`config.mk`:
```
export PLATFORM = sky130hd
export DESIGN_NAME = axi_lsu_router
export DESIGN_NICKNAME = d
export VERILOG_FILES = /design/src/rtl/axi_lsu_router.sv
export SDC_FILE = /design/constraint.sdc
export NUM_CORES = 1
export LEC_CHECK = 0
export CAP_MARGIN = 40
export CORE_AREA = 2 2 209 211
export CTS_BUF_LIST = sky130_fd_sc_hd__clkbuf_2
export DETAILED_ROUTE_END_ITERATION = 12
export DIE_AREA = 0 0 211 213
export DONT_BUFFER_PORTS = 1
export SLEW_MARGIN = 5
export SYNTH_ARGS = -nofsm -noshare
export SYNTH_HDL_FRONTEND = slang
export SYNTH_SLANG_ARGS = --single-unit
```
`constraint.sdc`:
```
create_clock -name clk -period 5.8 [get_ports clk]
set_clock_uncertainty 0.05 [all_clocks]
set_input_delay 0.87 -clock clk [delete_from_list [all_inputs] [get_ports clk]]
set_output_delay 0.87 -clock clk [all_outputs]
set_load 0.02 [all_outputs]
```
`src/rtl/axi_lsu_router.sv`:
```
// AXI LSU router: steers one LSU master onto DRAM (slave 0) or the IROM
// mirror (slave 1). Reads may pipeline several bursts to one slave; writes
// are handled one transaction at a time by a small FSM.
//
// Handshake rule: a transfer happens on a rising edge where valid and ready
// are both high; valid never waits for ready, and every ready seen by the
// master is the selected slave's ready gated only by routing state.

package axi_lsu_router_pkg;

   typedef struct packed {
      logic [31:0] awaddr;
      logic [7:0]  awlen;
      logic [2:0]  awsize;
      logic [1:0]  awburst;
      logic        awvalid;
      logic [31:0] wdata;
      logic [3:0]  wstrb;
      logic        wlast;
      logic        wvalid;
      logic        bready;
      logic [31:0] araddr;
      logic [7:0]  arlen;
      logic [2:0]  arsize;
      logic [1:0]  arburst;
      logic        arvalid;
      logic        rready;
   } s_axi_mosi_t;

   typedef struct packed {
      logic        awready;
      logic        wready;
      logic [1:0]  bresp;
      logic        bvalid;
      logic        arready;
      logic [31:0] rdata;
      logic [1:0]  rresp;
      logic        rlast;
      logic        rvalid;
   } s_axi_miso_t;

   typedef enum logic [1:0] {
      WR_IDLE = 2'd0,
      WR_DATA = 2'd1,
      WR_RESP = 2'd2
   } wr_state_t;

endpackage

module axi_lsu_router
   import axi_lsu_router_pkg::*;
#(
   parameter logic [15:0] MIRROR_TAG = 16'h8000,
   parameter int          MAX_OUTST  = 4
) (
   input  logic              clk,
   input  logic              rst,
   input  s_axi_mosi_t       m_axi_mosi_i,
   output s_axi_miso_t       m_axi_miso_o,
   output s_axi_mosi_t [1:0] s_axi_mosi_o,
   input  s_axi_miso_t [1:0] s_axi_miso_i,
   output logic [1:0]        dbg_wr_state,
   output logic [3:0]        dbg_rd_cnt,
   output logic              dbg_rd_route,
   output logic              dbg_wr_route
);

   localparam logic [3:0] MAX_CNT = 4'(MAX_OUTST);

   wr_state_t         wr_state;
   wr_state_t         wr_next;
   logic              wr_route;
   logic              rd_route;
   logic [3:0]        rd_cnt;

   logic              ar_tgt;
   logic              aw_tgt;
   logic              ar_ok;
   logic              ar_hs;
   logic              rlast_hs;
   logic              aw_hs;
   logic              wlast_hs;
   logic              b_hs;
   s_axi_miso_t       miso_c;
   s_axi_mosi_t [1:0] mosi_c;

   // Routing, forwarding, handshake detection and write FSM next state.
   always_comb begin
      mosi_c   = '0;
      miso_c   = '0;
      wr_next  = wr_state;
      ar_hs    = 1'b0;
      rlast_hs = 1'b0;
      aw_hs    = 1'b0;
      wlast_hs = 1'b0;
      b_hs     = 1'b0;

      ar_tgt = (m_axi_mosi_i.araddr[31:16] == MIRROR_TAG);
      aw_tgt = (m_axi_mosi_i.awaddr[31:16] == MIRROR_TAG);

      // A new AR may only join bursts already in flight to the same slave,
      // so R beats never need reordering between slaves.
      ar_ok = (rd_cnt == 4'd0) || ((ar_tgt == rd_route) && (rd_cnt < MAX_CNT));

      if (ar_ok) begin
         mosi_c[ar_tgt].araddr  = m_axi_mosi_i.araddr;
         mosi_c[ar_tgt].arlen   = m_axi_mosi_i.arlen;
         mosi_c[ar_tgt].arsize  = m_axi_mosi_i.arsize;
         mosi_c[ar_tgt].arburst = m_axi_mosi_i.arburst;
         mosi_c[ar_tgt].arvalid = m_axi_mosi_i.arvalid;
         miso_c.arready         = s_axi_miso_i[ar_tgt].arready;
      end
      ar_hs = m_axi_mosi_i.arvalid & miso_c.arready;

      // R beats come only from the slave owning the outstanding bursts.
      if (rd_cnt != 4'd0) begin
         miso_c.rdata            = s_axi_miso_i[rd_route].rdata;
         miso_c.rresp            = s_axi_miso_i[rd_route].rresp;
         miso_c.rlast            = s_axi_miso_i[rd_route].rlast;
         miso_c.rvalid           = s_axi_miso_i[rd_route].rvalid;
         mosi_c[rd_route].rready = m_axi_mosi_i.rready;
      end
      rlast_hs = miso_c.rvalid & m_axi_mosi_i.rready & miso_c.rlast;

      case (wr_state)
         WR_IDLE: begin
            mosi_c[aw_tgt].awaddr  = m_axi_mosi_i.awaddr;
            mosi_c[aw_tgt].awlen   = m_axi_mosi_i.awlen;
            mosi_c[aw_tgt].awsize  = m_axi_mosi_i.awsize;
            mosi_c[aw_tgt].awburst = m_axi_mosi_i.awburst;
            mosi_c[aw_tgt].awvalid = m_axi_mosi_i.awvalid;
            miso_c.awready         = s_axi_miso_i[aw_tgt].awready;
            aw_hs = m_axi_mosi_i.awvalid & miso_c.awready;
            // W is only let through in the same cycle the address is taken,
            // so a slave never sees data ahead of its address.
            if (aw_hs) begin
               mosi_c[aw_tgt].wdata  = m_axi_mosi_i.wdata;
               mosi_c[aw_tgt].wstrb  = m_axi_mosi_i.wstrb;
               mosi_c[aw_tgt].wlast  = m_axi_mosi_i.wlast;
               mosi_c[aw_tgt].wvalid = m_axi_mosi_i.wvalid;
               miso_c.wready         = s_axi_miso_i[aw_tgt].wready;
            end
            wlast_hs = m_axi_mosi_i.wvalid & miso_c.wready & m_axi_mosi_i.wlast;
            if (aw_hs) begin
               wr_next = wlast_hs ? WR_RESP : WR_DATA;
            end
         end
         WR_DATA: begin
            mosi_c[wr_route].wdata  = m_axi_mosi_i.wdata;
            mosi_c[wr_route].wstrb  = m_axi_mosi_i.wstrb;
            mosi_c[wr_route].wlast  = m_axi_mosi_i.wlast;
            mosi_c[wr_route].wvalid = m_axi_mosi_i.wvalid;
            miso_c.wready           = s_axi_miso_i[wr_route].wready;
            wlast_hs = m_axi_mosi_i.wvalid & miso_c.wready & m_axi_mosi_i.wlast;
            if (wlast_hs) begin
               wr_next = WR_RESP;
            end
         end
         WR_RESP: begin
            miso_c.bvalid           = s_axi_miso_i[wr_route].bvalid;
            miso_c.bresp            = s_axi_miso_i[wr_route].bresp;
            mosi_c[wr_route].bready = m_axi_mosi_i.bready;
            b_hs = miso_c.bvalid & m_axi_mosi_i.bready;
            if (b_hs) begin
               wr_next = WR_IDLE;
            end
         end
         default: wr_next = WR_IDLE;
      endcase
   end

   // Outputs are forced quiet while reset is held.
   always_comb begin
      m_axi_miso_o = rst ? '0 : miso_c;
      s_axi_mosi_o = rst ? '0 : mosi_c;
      dbg_wr_state = rst ? 2'd0 : wr_state;
      dbg_rd_cnt   = rst ? 4'd0 : rd_cnt;
      dbg_rd_route = rst ? 1'b0 : rd_route;
      dbg_wr_route = rst ? 1'b0 : wr_route;
   end

   // Write FSM state register and captured write route.
   always_ff @(posedge clk) begin
      if (rst) begin
         wr_state <= WR_IDLE;
         wr_route <= 1'b0;
      end else begin
         wr_state <= wr_next;
         if (aw_hs) begin
            wr_route <= aw_tgt;
         end
      end
   end

   // Outstanding read burst counter and the slave they belong to.
   always_ff @(posedge clk) begin
      if (rst) begin
         rd_cnt   <= 4'd0;
         rd_route <= 1'b0;
      end else begin
         if (ar_hs) begin
            rd_route <= ar_tgt;
         end
         case ({ar_hs, rlast_hs})
            2'b10:   rd_cnt <= rd_cnt + 4'd1;
            2'b01:   rd_cnt <= rd_cnt - 4'd1;
            default: rd_cnt <= rd_cnt;
         endcase
      end
   end

endmodule

```
# Word level (Yosys, flattened, before mapping)
# Cells that the tools add are included.
[word_totals]
register_bits = 8
input_bits = 218
output_inout_bits = 314
elab_cells = 137
[op_classes]
add_sub_neg = 2
magnitude_cmp = 9
eq_ne = 10
n_mux = 91
bitwise_logic = 10
n_reduce_logical = 11
[op_table]
columns = ["operator", "count"]
rows = [
  ["$bwmux W264", 19],
  ["$demux W132 S1", 20],
  ["$mux W264", 4],
  ["$pmux W264 S3", 1],
  ["$and A264 B264 Y264", 1],
  ["$mux W86", 2],
  ["$mux W132", 1],
  ["$mux W42", 3],
  ["$mux W36", 3],
  ["$mux W54", 2],
  ["$mux W100", 1],
  ["$mux W50", 2],
  ["$mux W49", 2],
  ["$mux W92", 1],
  ["$mux W89", 1],
  ["$mux W87", 1],
  ["$mux W41", 2],
  ["$mux W37", 2],
  ["$mux W48", 1],
  ["$mux W47", 1],
  ["$eq A16 B16 Y1 const B", 2],
  ["$mux W15", 1],
  ["$mux W2", 6],
  ["$and A1 B1 Y1", 9],
  ["other kinds (23)", 45],
]

# Logic depth before layout (Yosys ltp)
[depth]
ltp_word = 25
ltp_mapped = 12
mapped_depth_nobuf = 11

# Worst setup path before layout
# Ideal clock, no wire load.
[synth_timing]
path_type = "input-to-reg"
start = "input m_axi_mosi_i[40] in the netlist's numbering"
end = "register rd_cnt[2]"
setup_ns = 0.060
arrival_ns = 3.596
required_ns = 5.690
setup_slack_ns = 2.094
cell_stages = 11
n_path_buf = 0
path_cell_list = "or4b_4 -> nor4_1 -> mux2i_1 -> nand3_1 -> ha_1 -> xor2_1 -> ha_1 -> a21oi_1 -> xor2_1 -> or4_1 -> nand2_1"
[synth_via]
elab_chain_len = 8
word_cells_on_any_way = 12
classes_between = "eq/ne: 4; mux: 4; bitwise: 1; reduce/logical: 3"
[synth_rtl]
columns = ["item", "line", "rtl"]
rows = [
  ["start, declared", "58", "input s_axi_mosi_t m_axi_mosi_i,"],
  ["$eq A16 B16 Y1 (*)", "98", "ar_tgt = (m_axi_mosi_i.araddr[31:16] == MIRROR_TAG);"],
  ["$eq A1 B1 Y1", "103", "ar_ok = (rd_cnt == 4'd0) || ((ar_tgt == rd_route) && (rd_cnt < MAX_CNT));"],
  ["$logic_and A1 B1 Y1", "103", ""],
  ["$logic_or A1 B1 Y1", "103", ""],
  ["$mux W1 (*)", "105", "if (ar_ok) begin"],
  ["$and A1 B1 Y1 (*)", "113", "ar_hs = m_axi_mosi_i.arvalid & miso_c.arready;"],
  ["$eq A2 B1 Y1 / $eq A2 B2 Y1 (equally long branches)", "204", "case ({ar_hs, rlast_hs})"],
  ["$pmux W4 S2 / $reduce_bool A2 Y1 (equally long branches)", "n/a", ""],
  ["end signal, assigned", "205", "2'b10: rd_cnt <= rd_cnt + 4'd1;"],
  ["end signal, assigned", "206", "2'b01: rd_cnt <= rd_cnt - 4'd1;"],
  ["end signal, assigned", "207", "default: rd_cnt <= rd_cnt;"],
  ["end, declared", "74", "logic [3:0] rd_cnt;"],
]
# Mark *: on every way between the ends. The rest lies on a longest branch, timed or not. The select of a mux whose other input is x is not followed.
# A chain may end at the register's enable or synchronous reset.

==> summary.json <==
{
  "yosysSeqAreaShare": 0.0484,
  "synth.lib_cells_used.distinct": 46,
  "drtIter0Drc": 183,
  "reg_to_reg_startpoint": "rd_route",
  "gpl.final_weighted_congestion": 0.882,
  "power.leakage_nw": 1.59,
  "buffer_levels_on_the_longest_clock_path": 2,
  "seq_power_share": 0.159,
  "cts_setup_buffers": 0,
  "area_of_the_die_sq_um": 44900,
  "p_sw_frac": 0.660,
  "dr.max_layer_used": "met5",
  "global_route_wire_length_before_repair_um": 24500,
  "grt.total_usage": 0.0798,
  "grt_pass1_vias": 3241,
  "worst_skew_pair.late_latency_ns": 0.32,
  "syn2layout_area_growth_pct": 16.4,
  "num_io_pins": 532,
  "finalSetupTns_ns": 0,
  "num_vias": 3921,
  "dieWidth_um": 211,
  "synth_top_cell_area_share": 0.161,
  "worst-slew-pin-transition_ns": 0.871,
  "ys_ff_latch": 8,
  "crit_path_launch": "m_axi_mosi_i[120]",
  "holdCritStartpoint": "rst",
  "hold_path.class": "input port to register",
  "final_core_util": 0.0902,
  "setup_viol_count_final": 0,
  "number_of_warning_messages_in_the_yosys_log": 0,
  "post-synth-top-area-cell": "sky130_fd_sc_hd__and3_1",
  "clock_tree.root_cell": "sky130_fd_sc_hd__clkbuf_2",
  "p_int_mw": 0.133,
  "path_max_fanout": 34,
  "tritoncts": "built",
  "first_pass_iters": 4,
  "clk_transition_reported_paths_ns": 0.18,
  "grt_setup_unrepaired": "no",
  "synth_enable_flop_cells": 0,
  "chipHeight_um": 213,
  "async_reset_ff_frac": 0,
  "fmaxAchievable_mhz": 249,
  "cts_inserted_buffers": 3,
  "avgSynthCellArea_sq_um": 6.03,
  "floorplan.rows": 76,
  "avgRoutedWirePerCell_um": 19.4,
  "power.density_nw_per_um2": 102,
  "cts_hold_buf": 0,
  "setup.worst_path.class": "input port to output port",
  "grt_remaining_overflow": 0,
  "grt_max_degree": 43,
  "grt_antenna_before_repair": 8,
  "h-tree-depth": 1,
  "area.sequential_sq_um": 161,
  "netlist_area_sq_um": 3310,
  "report.final.slew_viol_count": 0,
  "worst_ep_required_time_ns": 4.88,
  "max_slew_margin": 0.414,
  "core-area_sq_um": 42700,
  "drt-vias-per-instance": 3.67,
  "layout_worst_path_cycle_share": 0.692,
  "post-route-drc-count": 0,
  "synth-main-ff-cell": "sky130_fd_sc_hd__dfxtp_1",
  "drive_gt1_frac": 0.0581,
  "multiInputGateArea_sq_um": 2820,
  "filler_cell_count": 4960,
  "numPortBuffers": 0,
  "critical_path.startpoint_type": "input port",
  "timing.final.crit_period_ns": 4.01,
  "netlist_top_cells_area": "sky130_fd_sc_hd__and3_1, sky130_fd_sc_hd__nor2_1, sky130_fd_sc_hd__mux2i_1, sky130_fd_sc_hd__and2_1, sky130_fd_sc_hd__buf_4",
  "detailroute.wirelength.met3_um": 2510,
  "wl_met1_um": 6280,
  "gate_count_of_the_mapped_netlist": 549,
  "final_net_count": 739,
  "ant_nets": 0,
  "ctsResizeCount": 0,
  "critPathArrivalTime_ns": 3.09,
  "post_layout_nonfiller_instances": 1068,
  "timing.critical_path.to_type": "output port",
  "max_cap_viol_count": 0,
  "pwr-share-comb": 0.713,
  "clkSinkCount": 8,
  "place.detailed.instances": 1059,
  "route.final.wire_length_um": 20700,
  "dp_wirelength_um": 18000,
  "vdd_ir_drop_max_v": 0.0000518,
  "floorplan.initialDensity": 0.0775,
  "wl_met2_um": 10800,
  "hold_viol_final": 0,
  "p_sw_mw": 0.259,
  "status": "complete, no violations",
  "pwr-share-clk": 0.128
}
logic make-up after synthesis:
kind of cell / count (synthesis) / synth area share
AOI/OAI and AO/OA: 18 / 0.0371
xor gates and xnor gates: 3 / 0.00794
adders and majority gates: 3 / 0.0113
buffers and inverters: 83 / 0.137
DFF: 8 / 0.0484
muxes: 47 / 0.144
other: 1 / 0.00113
and+or+nand+nor: 386 / 0.613
through the flow:
step                      hold WS (ns)  power [mW]  cell area [sq um]  setup slack (ns)
after floorplan                  0.510       0.310               3420              2.09
after global placement           0.547       0.331               3730              1.71
after detailed placement         0.575       0.344               3820              1.72
after CTS                        0.492       0.402               3840              1.72
after global routing             0.478       0.420               3840              1.64
final                            0.552       0.392               3850              1.79
state kept, by name (all words and copies together), names as in the netlist:
signal,cells
rd_cnt,4
wr_state,2
rd_route,1
wr_route,1
metal layers:
layer,vias up,track usage
met2,369,0.159
met3,47,0.0365
met4,8,0.0403
met5,-,0
li1,1713,-
met1,1784,0.0648
cells in the mapped netlist, types with 2 or more instances:
| library cell | n |
|---|---|
| sky130_fd_sc_hd__nor2_1 | 137 |
| sky130_fd_sc_hd__clkbuf_2 | 3 |
| sky130_fd_sc_hd__a32o_1 | 3 |
| sky130_fd_sc_hd__nand3b_1 | 2 |
| sky130_fd_sc_hd__nor3_1 | 7 |
| sky130_fd_sc_hd__nor2b_1 | 10 |
| sky130_fd_sc_hd__mux2i_1 | 43 |
| sky130_fd_sc_hd__inv_1 | 3 |
| sky130_fd_sc_hd__and3_1 | 85 |
| sky130_fd_sc_hd__nand2_1 | 41 |
| sky130_fd_sc_hd__nand4_1 | 3 |
| sky130_fd_sc_hd__dfxtp_1 | 8 |
| sky130_fd_sc_hd__buf_4 | 31 |
| sky130_fd_sc_hd__nand3_1 | 6 |
| sky130_fd_sc_hd__mux2_2 | 3 |
| sky130_fd_sc_hd__o21ai_0 | 6 |
| sky130_fd_sc_hd__clkbuf_1 | 33 |
| sky130_fd_sc_hd__nor4_1 | 5 |
| sky130_fd_sc_hd__ha_1 | 3 |
| sky130_fd_sc_hd__a21oi_1 | 3 |
| sky130_fd_sc_hd__nand2b_1 | 17 |
| sky130_fd_sc_hd__buf_2 | 11 |
| sky130_fd_sc_hd__and2_1 | 57 |
| sky130_fd_sc_hd__xor2_1 | 3 |
| sky130_fd_sc_hd__or4_1 | 4 |
| sky130_fd_sc_hd__or4_4 | 2 |
power groups by stage:
stage                     Sequential, mW  Combinational, mW  Clock (mW)
final                             0.0622              0.280      0.0502
after global routing              0.0628              0.298      0.0597
after CTS                         0.0623              0.282      0.0582
after detailed placement          0.0635              0.281           0
after global placement            0.0630              0.268           0
after floorplan                   0.0607              0.250           0
cell usage in the layout, fill, tap and decap left out, types with 3 or more instances in the layout:
cell type,Yosys,routed
sky130_fd_sc_hd__nand2_1,41,41
sky130_fd_sc_hd__nor4_1,5,5
sky130_fd_sc_hd__o21ai_0,6,6
sky130_fd_sc_hd__nor3_1,7,6
sky130_fd_sc_hd__buf_4,31,10
sky130_fd_sc_hd__mux2_2,3,3
sky130_fd_sc_hd__nand2b_1,17,17
sky130_fd_sc_hd__nor2b_1,10,10
sky130_fd_sc_hd__conb_1,1,30
sky130_fd_sc_hd__nor2_1,137,136
sky130_fd_sc_hd__diode_2,0,6
sky130_fd_sc_hd__mux2i_1,43,43
sky130_fd_sc_hd__and2_1,57,57
sky130_fd_sc_hd__ha_1,3,3
sky130_fd_sc_hd__nand3_1,6,6
sky130_fd_sc_hd__inv_1,3,3
sky130_fd_sc_hd__a21oi_1,3,3
sky130_fd_sc_hd__and3_1,85,85
sky130_fd_sc_hd__nand4_1,3,3
sky130_fd_sc_hd__xor2_1,3,3
sky130_fd_sc_hd__a32o_1,3,3
sky130_fd_sc_hd__or4_1,4,4
sky130_fd_sc_hd__clkbuf_2,3,3
sky130_fd_sc_hd__dfxtp_1,8,7
path summary, 6_finish.rpt:
path / to / slack (ns) / cells after the start
setup / recovery: m_axi_miso_o[41] / 1.79 / 5
hold / removal: rd_cnt[0] / 0.55 / 1
hold reg to reg: rd_cnt[3] / 0.60 / 2
setup reg to reg: rd_cnt[2] / 2.74 / 10
critical path, stage by stage:
cell and delay [ns]:
sky130_fd_sc_hd__nor4_1 0.74, sky130_fd_sc_hd__and4_1 0.41, sky130_fd_sc_hd__buf_4 0.37, sky130_fd_sc_hd__nand2_1 0.09, sky130_fd_sc_hd__a21boi_0 0.59
cell type report:
type	instances	share of cell area
Antenna cell	6	0.00390
Clock buffer	3	0.00390
Inverter	3	0.00292
Multi-Input combinational cell	487	0.731
Sequential cell	8	0.0419
Tap cell	546	0.177
Timing Repair Buffer	15	0.0387
Note: power is estimated with default switching activity, not from simulation.
